<file path="src/rtl/alu_arbiter.sv">
// alu_arbiter: shares one 8-bit ALU between port 0 (control) and port 1 (data).
// Define ALU_ARB_FIXED_PRIO_EN for fixed port-0 priority instead of round-robin.
module alu_arbiter #(
    parameter int W   = 8,
    parameter int OPW = 3
) (
    input  logic           clk,
    input  logic           rst_n,
    input  logic           req0_valid,
    output logic           req0_ready,
    input  logic [OPW-1:0] req0_op,
    input  logic [W-1:0]   req0_a,
    input  logic [W-1:0]   req0_b,
    input  logic           req1_valid,
    output logic           req1_ready,
    input  logic [OPW-1:0] req1_op,
    input  logic [W-1:0]   req1_a,
    input  logic [W-1:0]   req1_b,
    output logic           rsp0_valid,
    input  logic           rsp0_ready,
    output logic           rsp1_valid,
    input  logic           rsp1_ready,
    output logic [W-1:0]   rsp_rslt,
    output logic           rsp_taken,
    output logic [OPW-1:0] alu_op,
    output logic [W-1:0]   alu_a,
    output logic [W-1:0]   alu_b,
    input  logic [W-1:0]   alu_rslt,
    input  logic           alu_taken
);

    typedef enum logic [1:0] {
        IDLE = 2'd0,
        EXEC = 2'd1,
        RESP = 2'd2
    } state_t;

    state_t         state_q, state_d;
    logic           gnt_q, gnt_d;
    logic [OPW-1:0] op_q, op_d;
    logic [W-1:0]   a_q, a_d;
    logic [W-1:0]   b_q, b_d;
    logic [W-1:0]   rslt_q, rslt_d;
    logic           taken_q, taken_d;
    logic           rsp0_valid_q, rsp0_valid_d;
    logic           rsp1_valid_q, rsp1_valid_d;
    logic           sel;
    logic           accept;
    logic           rsp_hs;
`ifndef ALU_ARB_FIXED_PRIO_EN
    logic           last_q, last_d;
`endif

    // Pick the port to grant while idle
    always_comb begin
        sel = 1'b0;
        if (req0_valid && req1_valid) begin
`ifdef ALU_ARB_FIXED_PRIO_EN
            sel = 1'b0;
`else
            sel = ~last_q;
`endif
        end else if (req1_valid) begin
            sel = 1'b1;
        end
    end

    assign req0_ready = (state_q == IDLE) && req0_valid && !sel;
    assign req1_ready = (state_q == IDLE) && req1_valid && sel;
    assign accept     = req0_ready || req1_ready;
    assign rsp_hs     = gnt_q ? rsp1_ready : rsp0_ready;

    // Sequence accept -> ALU execute -> hold response until consumed
    always_comb begin
        state_d      = state_q;
        gnt_d        = gnt_q;
        op_d         = op_q;
        a_d          = a_q;
        b_d          = b_q;
        rslt_d       = rslt_q;
        taken_d      = taken_q;
        rsp0_valid_d = rsp0_valid_q;
        rsp1_valid_d = rsp1_valid_q;
`ifndef ALU_ARB_FIXED_PRIO_EN
        last_d       = last_q;
`endif
        unique case (state_q)
            IDLE: begin
                if (accept) begin
                    gnt_d   = sel;
                    op_d    = sel ? req1_op : req0_op;
                    a_d     = sel ? req1_a : req0_a;
                    b_d     = sel ? req1_b : req0_b;
                    state_d = EXEC;
                end
            end
            EXEC: begin
                rslt_d       = alu_rslt;
                taken_d      = alu_taken;
                op_d         = '0;
                a_d          = '0;
                b_d          = '0;
                rsp0_valid_d = ~gnt_q;
                rsp1_valid_d = gnt_q;
                state_d      = RESP;
            end
            RESP: begin
                if (rsp_hs) begin
                    rsp0_valid_d = 1'b0;
                    rsp1_valid_d = 1'b0;
`ifndef ALU_ARB_FIXED_PRIO_EN
                    last_d       = gnt_q;
`endif
                    state_d      = IDLE;
                end
            end
            default: begin
                state_d = IDLE;
            end
        endcase
    end

    // State and datapath registers; reset drops any in-flight request
    always_ff @(posedge clk or negedge rst_n) begin
        if (!rst_n) begin
            state_q      <= IDLE;
            gnt_q        <= 1'b0;
            op_q         <= '0;
            a_q          <= '0;
            b_q          <= '0;
            rslt_q       <= '0;
            taken_q      <= 1'b0;
            rsp0_valid_q <= 1'b0;
            rsp1_valid_q <= 1'b0;
`ifndef ALU_ARB_FIXED_PRIO_EN
            last_q       <= 1'b1;
`endif
        end else begin
            state_q      <= state_d;
            gnt_q        <= gnt_d;
            op_q         <= op_d;
            a_q          <= a_d;
            b_q          <= b_d;
            rslt_q       <= rslt_d;
            taken_q      <= taken_d;
            rsp0_valid_q <= rsp0_valid_d;
            rsp1_valid_q <= rsp1_valid_d;
`ifndef ALU_ARB_FIXED_PRIO_EN
            last_q       <= last_d;
`endif
        end
    end

    assign alu_op     = op_q;
    assign alu_a      = a_q;
    assign alu_b      = b_q;
    assign rsp_rslt   = rslt_q;
    assign rsp_taken  = taken_q;
    assign rsp0_valid = rsp0_valid_q;
    assign rsp1_valid = rsp1_valid_q;

endmodule

</file>
<file path="config.mk">
export PLATFORM = sky130hd
export DESIGN_NAME = alu_arbiter
export DESIGN_NICKNAME = d
export VERILOG_FILES = /design/src/rtl/alu_arbiter.sv
export SDC_FILE = /design/constraint.sdc
export NUM_CORES = 1
export LEC_CHECK = 0
export BUFFER_PORTS_ARGS = -buffer_cell sky130_fd_sc_hd__buf_2
export CAP_MARGIN = 20
export CORE_MARGIN = 8
export CORE_UTILIZATION = 40
export CTS_CLUSTER_DIAMETER = 30
export DETAILED_ROUTE_END_ITERATION = 12
export HOLD_SLACK_MARGIN = 0.02
export PLACE_DENSITY = 0.8
export SYNTH_ARGS = -nofsm -noshare
export SYNTH_HDL_FRONTEND = slang
export SYNTH_SLANG_ARGS = --single-unit
export TNS_END_PERCENT = 30
</file>
<file path="constraint.sdc">
create_clock -name clk -period 1.3 [get_ports clk]
set_input_delay 0.26 -clock clk [delete_from_list [all_inputs] [get_ports clk]]
set_output_delay 0.26 -clock clk [all_outputs]
set_load 0.005 [all_outputs]
</file>
=== Word level (Yosys, flattened, before mapping) ===
Index checks and enable logic that the tools add are counted.
Widths: inputs -> output; s select.

* Bits in registers: 34
* Output and inout bits: 32
* Word-level logic and storage cells: 49

* Eq/ne operators: 4
* Muxes and demuxes: 18
* Bitwise gates (word level): 2
* Reductions and logical operators: 15

{| class="wikitable"
|+ Operators by type and width
! kind !! number
|-
| $mux 8 || 4
|-
| $pmux 8 s2 || 2
|-
| $reduce_and 2->1 || 5
|-
| $mux 3 || 2
|-
| $pmux 2 s3 || 1
|-
| $pmux 3 s2 || 1
|-
| $logic_and 1x1->1 || 5
|-
| $mux 1 || 4
|-
| $mux 2 || 2
|-
| $ne 2x2->1 const B || 2
|-
| $pmux 1 s2 || 2
|-
| $reduce_bool 2->1 || 2
|-
| $eq 2x1->1 const B || 1
|-
| $eq 2x2->1 const B || 1
|-
| $logic_not 2->1 || 1
|-
| $not 1->1 || 2
|-
| $logic_not 1->1 || 1
|-
| $logic_or 1x1->1 || 1
|}

=== Depth between registers and ports, before layout ===
* Depth in word-level cells: 7
* Gate-level depth with buffers: 6
* Depth with buffers taken out: 4

=== Worst setup path before layout ===
No wires, ideal clock.

* Path type: register -> output
* Start point: reg state_q[0]
* End point: out req0_ready
* Data arrival time: 1.016 ns
* Setup slack: 0.024 ns
* Stages on the path, launching flop included: 6
* Path buffers: 2
* Path through: dfrtp_1 > buf_6 > nor2_8 > buf_4 > nand2_1 > nor2_1

* Longest elaborated chain between the ends: 3

{| class="wikitable"
|+ Ends and longest elaborated chain
! what !! line !! source
|-
| start: declaration || 38 || <nowiki>state_t state_q, state_d;</nowiki>
|-
| start signal: assignment || 139 || <nowiki>state_q <= state_d;</nowiki>
|-
| $logic_not 2->1 || 68 || <nowiki>assign req0_ready = (state_q == IDLE) && req0_valid && !sel;</nowiki>
|-
| $logic_and 1x1->1 (2 in a row) || 68 ||
|-
| end: declaration || 10 || <nowiki>output logic req0_ready,</nowiki>
|}

Every way passes these cells.

=== Final worst setup path ===
* Start point: reg state_q[1]
* End point: out req0_ready

The elaborated chain is that of the path after synthesis.

==> summary by stage <==
Floorplan
Measured along the y axis, the die boundary spans 82.9 µm. For this configuration, the core starts out at a cell density of 41.4%. The chip width is 82.9 µm. The row count is 24. The floorplan step defined a die boundary enclosing 6870 µm².

The area of the core is 4320 µm². The number of top-level pins is 85.

Detailed routing
The DRC marker count from the first detailed-route iteration is 76. The total DRC errors in the routed layout is 0. The post-detailed-route via-to-cell ratio is 5.10.

For this run, the detailed router's first-pass iteration total came to 4. The detail route stage leaves a number of antenna-violating nets equal to 0. The per-cell routed wire length is 16.2 µm. Summing over every cut layer, the via total after detailed routing is 1730. After detailed routing, the total wire length is 5490 µm.

CTS
The tree is rooted in a sky130_fd_sc_hd__clkbuf_8. The largest buffer count on any clock path is 2. The clock tree from TritonCTS is yes. The number of buffers created by CTS is 5. The clock insertion delay at the later pin of the skew report is 0.28 ns.

After clock tree synthesis, the clock-pin slew on the worst setup and hold paths is 0.07 ns. The number of levels in the clock H-tree is 2. The number of clock sinks is 34.

Placed design
The standard cell area after detailed placement is 2360 µm². The cell total after placement is 320. The congestion estimate from routability-driven global placement came to 0.816. The half-perimeter wire length after placement is 4020 µm. The count of buffers added on input and output ports is 84.

Final layout
Fill cells in the final layout number 374. The fraction of final layout cells sized beyond drive strength 1 is 52.6%. The post-route standard cell area excluding fillers is 2640 µm². The area growth from synthesis to layout is 47.8%. The final standard cell count with taps included and fillers excluded is 339. At the end of the flow, the number of nets in the layout was 340. The utilization after layout is 61.1%.

The repair_antennas step left the layout with diodes totalling 0.

Critical path
The highest net fanout along the worst path is 4. The critical path goes through buf_12 -> nor2_8 -> nand2_2 -> nor2_1 -> buf_2. The category of the most critical setup path is flip-flop to primary output.

STA classifies the critical path endpoint as a primary output. The worst endpoint required time is 1.04 ns. STA puts the critical path data arrival time at 1.21 ns. The largest stage delay on the critical path is 0.41 ns. The startpoint type of the worst setup path is a flip-flop.

The startpoint identified for the worst register-to-register timing path is state_q[1]. The cell with the largest stage delay on the worst path is sky130_fd_sc_hd__dfrtp_1. The critical path starts at state_q[1].

Yosys
Counting every net in the synthesized netlist gives 232. The instance count of the mapped netlist is 179. Each instance of the synthesized netlist takes up on average 10.0 µm². The area of the mapped netlist is 1790 µm². The total of warnings raised by yosys is 0.

The number of different library cells in the post-synthesis netlist is 30. Counting flops and latches in the post-synthesis netlist gives 34. The sequential fraction of the synthesis area is 47.6%.

Worst hold path
The path class of the tightest hold or removal check is input pin to flip-flop. The beginning of the worst hold path is alu_rslt[7].

Global routing
In the global route stage, overall resource usage came out at 15.7%. In the global route stage, met2 resource usage came out at 27.2%. The first global-routing pass estimated 9040 µm of wire. The initial antenna violation count was 0. Entering global routing, the biggest net connects 17 pins. Global routing consumed, on the met1 layer, 16.9% of the routing resources. The met3 track utilization from global routing is 5.18%. After global routing, the most crowded layer is met2. The via count of the first global-routing pass is 1935.

Summed over all layers, the global routing overflow is 0.

STA
The achievable clock frequency is 0.679 GHz. Setup repair after global routing could not meet its margin everywhere. After layout, the worst setup slack is -0.173 ns. At the pin with the least slew margin, the transition time is 0.410 ns. The clock period minus final worst setup slack is 1.47 ns.

The summed negative setup slack over all endpoints is -1.58 ns. The final-report max-slew violation count was 0. The worst slew margin relative to its limit is 72.6%.

The final setup violation count is 24. The worst clock skew on the final layout is 0.00204 ns. The portion of the clock cycle consumed by the worst path in the final layout is 113%. The final count of hold timing violations is 0.

Pwr
The leakage dissipation is 1.35 nW. Power spread over the standard cell area amounts to 2280 nW/µm². The worst-case IR drop observed on VDD is 1.03 mV. The completed layout was analyzed and its total power is 6.03 mW.

Run
Across the run, the number of max-cap violations was 0.

Outcome
The flow ran to the end, but the final reports show violations. The final reports fail on setup timing.
worst max-delay path, delay by kind of cell (launching register included):
kind          cells  cell delay [ns]
buf+inv           2             0.27
flops             1             0.41
simple gates      3             0.24
worst paths after layout:
kind                          endpoint  slack (ns)  depth (start not counted)
min in group asynchronous     alu_a[7]        0.41                          2
hold / removal             rsp_rslt[7]        0.17                          3
hold reg to reg            rsp_rslt[2]        0.47                          2
setup / recovery            req0_ready       -0.17                          5
max in group asynchronous   state_q[0]        0.36                          3
setup reg to reg             alu_op[1]       -0.11                          6
per-stage QoR:
stage          setup slack (ns)  hold WS (ns)
2_1_floorplan            0.0237       -0.0356
3_3_place_gp           -0.00564         0.186
3_5_place_dp            -0.0763         0.197
4_1_cts                  -0.207         0.157
5_1_grt                  -0.245         0.167
6_report                 -0.173         0.165
layer usage:
layer,part of all wire [%],vias up
met1,39,819
li1,-,839
met2,51,59
met5,0,-
met4,2.8,0
met3,6.8,13
final cells by class:
cell class,instances,area [µm²],area share [%]
Inverter,3,23.8,0.899
Sequential cell,34,853,32.3
Tap cell,52,65.1,2.46
Multi-Input combinational cell,131,886,33.5
Clock buffer,7,76.3,2.89
Timing Repair Buffer,112,739,28.0
Yosys cell counts:
cell / n / area share [%]
sky130_fd_sc_hd__nand3_1: 2 / 0.56
sky130_fd_sc_hd__dfstp_2: 1 / 1.5
sky130_fd_sc_hd__nor2b_1: 3 / 1.0
sky130_fd_sc_hd__o21ai_0: 9 / 2.5
sky130_fd_sc_hd__nand2_1: 45 / 9.4
sky130_fd_sc_hd__nand3b_1: 2 / 0.84
sky130_fd_sc_hd__mux2i_1: 6 / 3.4
sky130_fd_sc_hd__a21bo_1: 1 / 0.56
sky130_fd_sc_hd__buf_4: 6 / 2.5
sky130_fd_sc_hd__nand2b_2: 1 / 0.49
sky130_fd_sc_hd__nand2_8: 1 / 1.1
sky130_fd_sc_hd__inv_8: 1 / 0.63
sky130_fd_sc_hd__nor2_1: 13 / 2.7
sky130_fd_sc_hd__o22ai_1: 1 / 0.35
sky130_fd_sc_hd__nor4bb_1: 1 / 0.56
sky130_fd_sc_hd__nor3_2: 2 / 1.1
sky130_fd_sc_hd__a311oi_2: 6 / 5.0
sky130_fd_sc_hd__buf_6: 2 / 1.3
sky130_fd_sc_hd__dfrtp_1: 33 / 46
sky130_fd_sc_hd__or2_1: 1 / 0.35
sky130_fd_sc_hd__nand2b_1: 1 / 0.35
sky130_fd_sc_hd__a21oi_1: 21 / 5.9
sky130_fd_sc_hd__buf_2: 3 / 0.84
sky130_fd_sc_hd__a21boi_4: 1 / 1.0
sky130_fd_sc_hd__a221oi_2: 1 / 0.84
sky130_fd_sc_hd__nor2_8: 1 / 1.1
sky130_fd_sc_hd__a21o_1: 2 / 0.84
sky130_fd_sc_hd__nor3_1: 1 / 0.28
sky130_fd_sc_hd__o31ai_2: 9 / 6.3
sky130_fd_sc_hd__inv_1: 2 / 0.42
registers in the layout (all words and copies together), names as in the netlist:
name and flops:
alu_a 8, alu_b 8, alu_op 3, gnt_q 1, last_q 1, rsp0_valid 1, rsp1_valid 1, rsp_rslt 8
rsp_taken 1, state_q 2
power by group:
| part | internal [mW] | switching [mW] |
|---|---|---|
| Combinational | 1.77 | 1.67 |
| Clock | 0.369 | 0.372 |
| Sequential | 1.57 | 0.285 |
| Total | 3.71 | 2.32 |
logic make-up (layout without fill, tap and decap cells):
kind of cell / Yosys count / count (layout) / share of synthesized area (%)
AOI/OAI and AO/OA: 51 / 51 / 23.4
buffers and inverters: 14 / 122 / 5.66
DFF: 34 / 34 / 47.6
muxes: 6 / 6 / 3.36
and+or+nand+nor: 74 / 74 / 20.0
cells in the final DEF (no fill, tap or decap), types with 3 or more instances in the layout:
master                      n
sky130_fd_sc_hd__buf_2     84
sky130_fd_sc_hd__nand2_1   44
sky130_fd_sc_hd__dfrtp_1   32
sky130_fd_sc_hd__buf_4     16
sky130_fd_sc_hd__a21oi_1   14
sky130_fd_sc_hd__nor2_1    13
sky130_fd_sc_hd__o31ai_2    9
sky130_fd_sc_hd__mux2i_1    6
sky130_fd_sc_hd__a311oi_2   6
sky130_fd_sc_hd__a21oi_2    6
sky130_fd_sc_hd__o21ai_1    6
sky130_fd_sc_hd__clkbuf_8   5
sky130_fd_sc_hd__buf_6      5
sky130_fd_sc_hd__buf_12     5
sky130_fd_sc_hd__o21ai_0    3
timing repair:
item,CTS,global route
cloned,1,0
hold endpoints to repair,12,0
setup buffers,6,4
pin swaps,3,3
hold buffers,1,0
setup endpoints to repair,6,32
resized for setup,8,18
No activity file was read; power rests on OpenSTA's default activity.
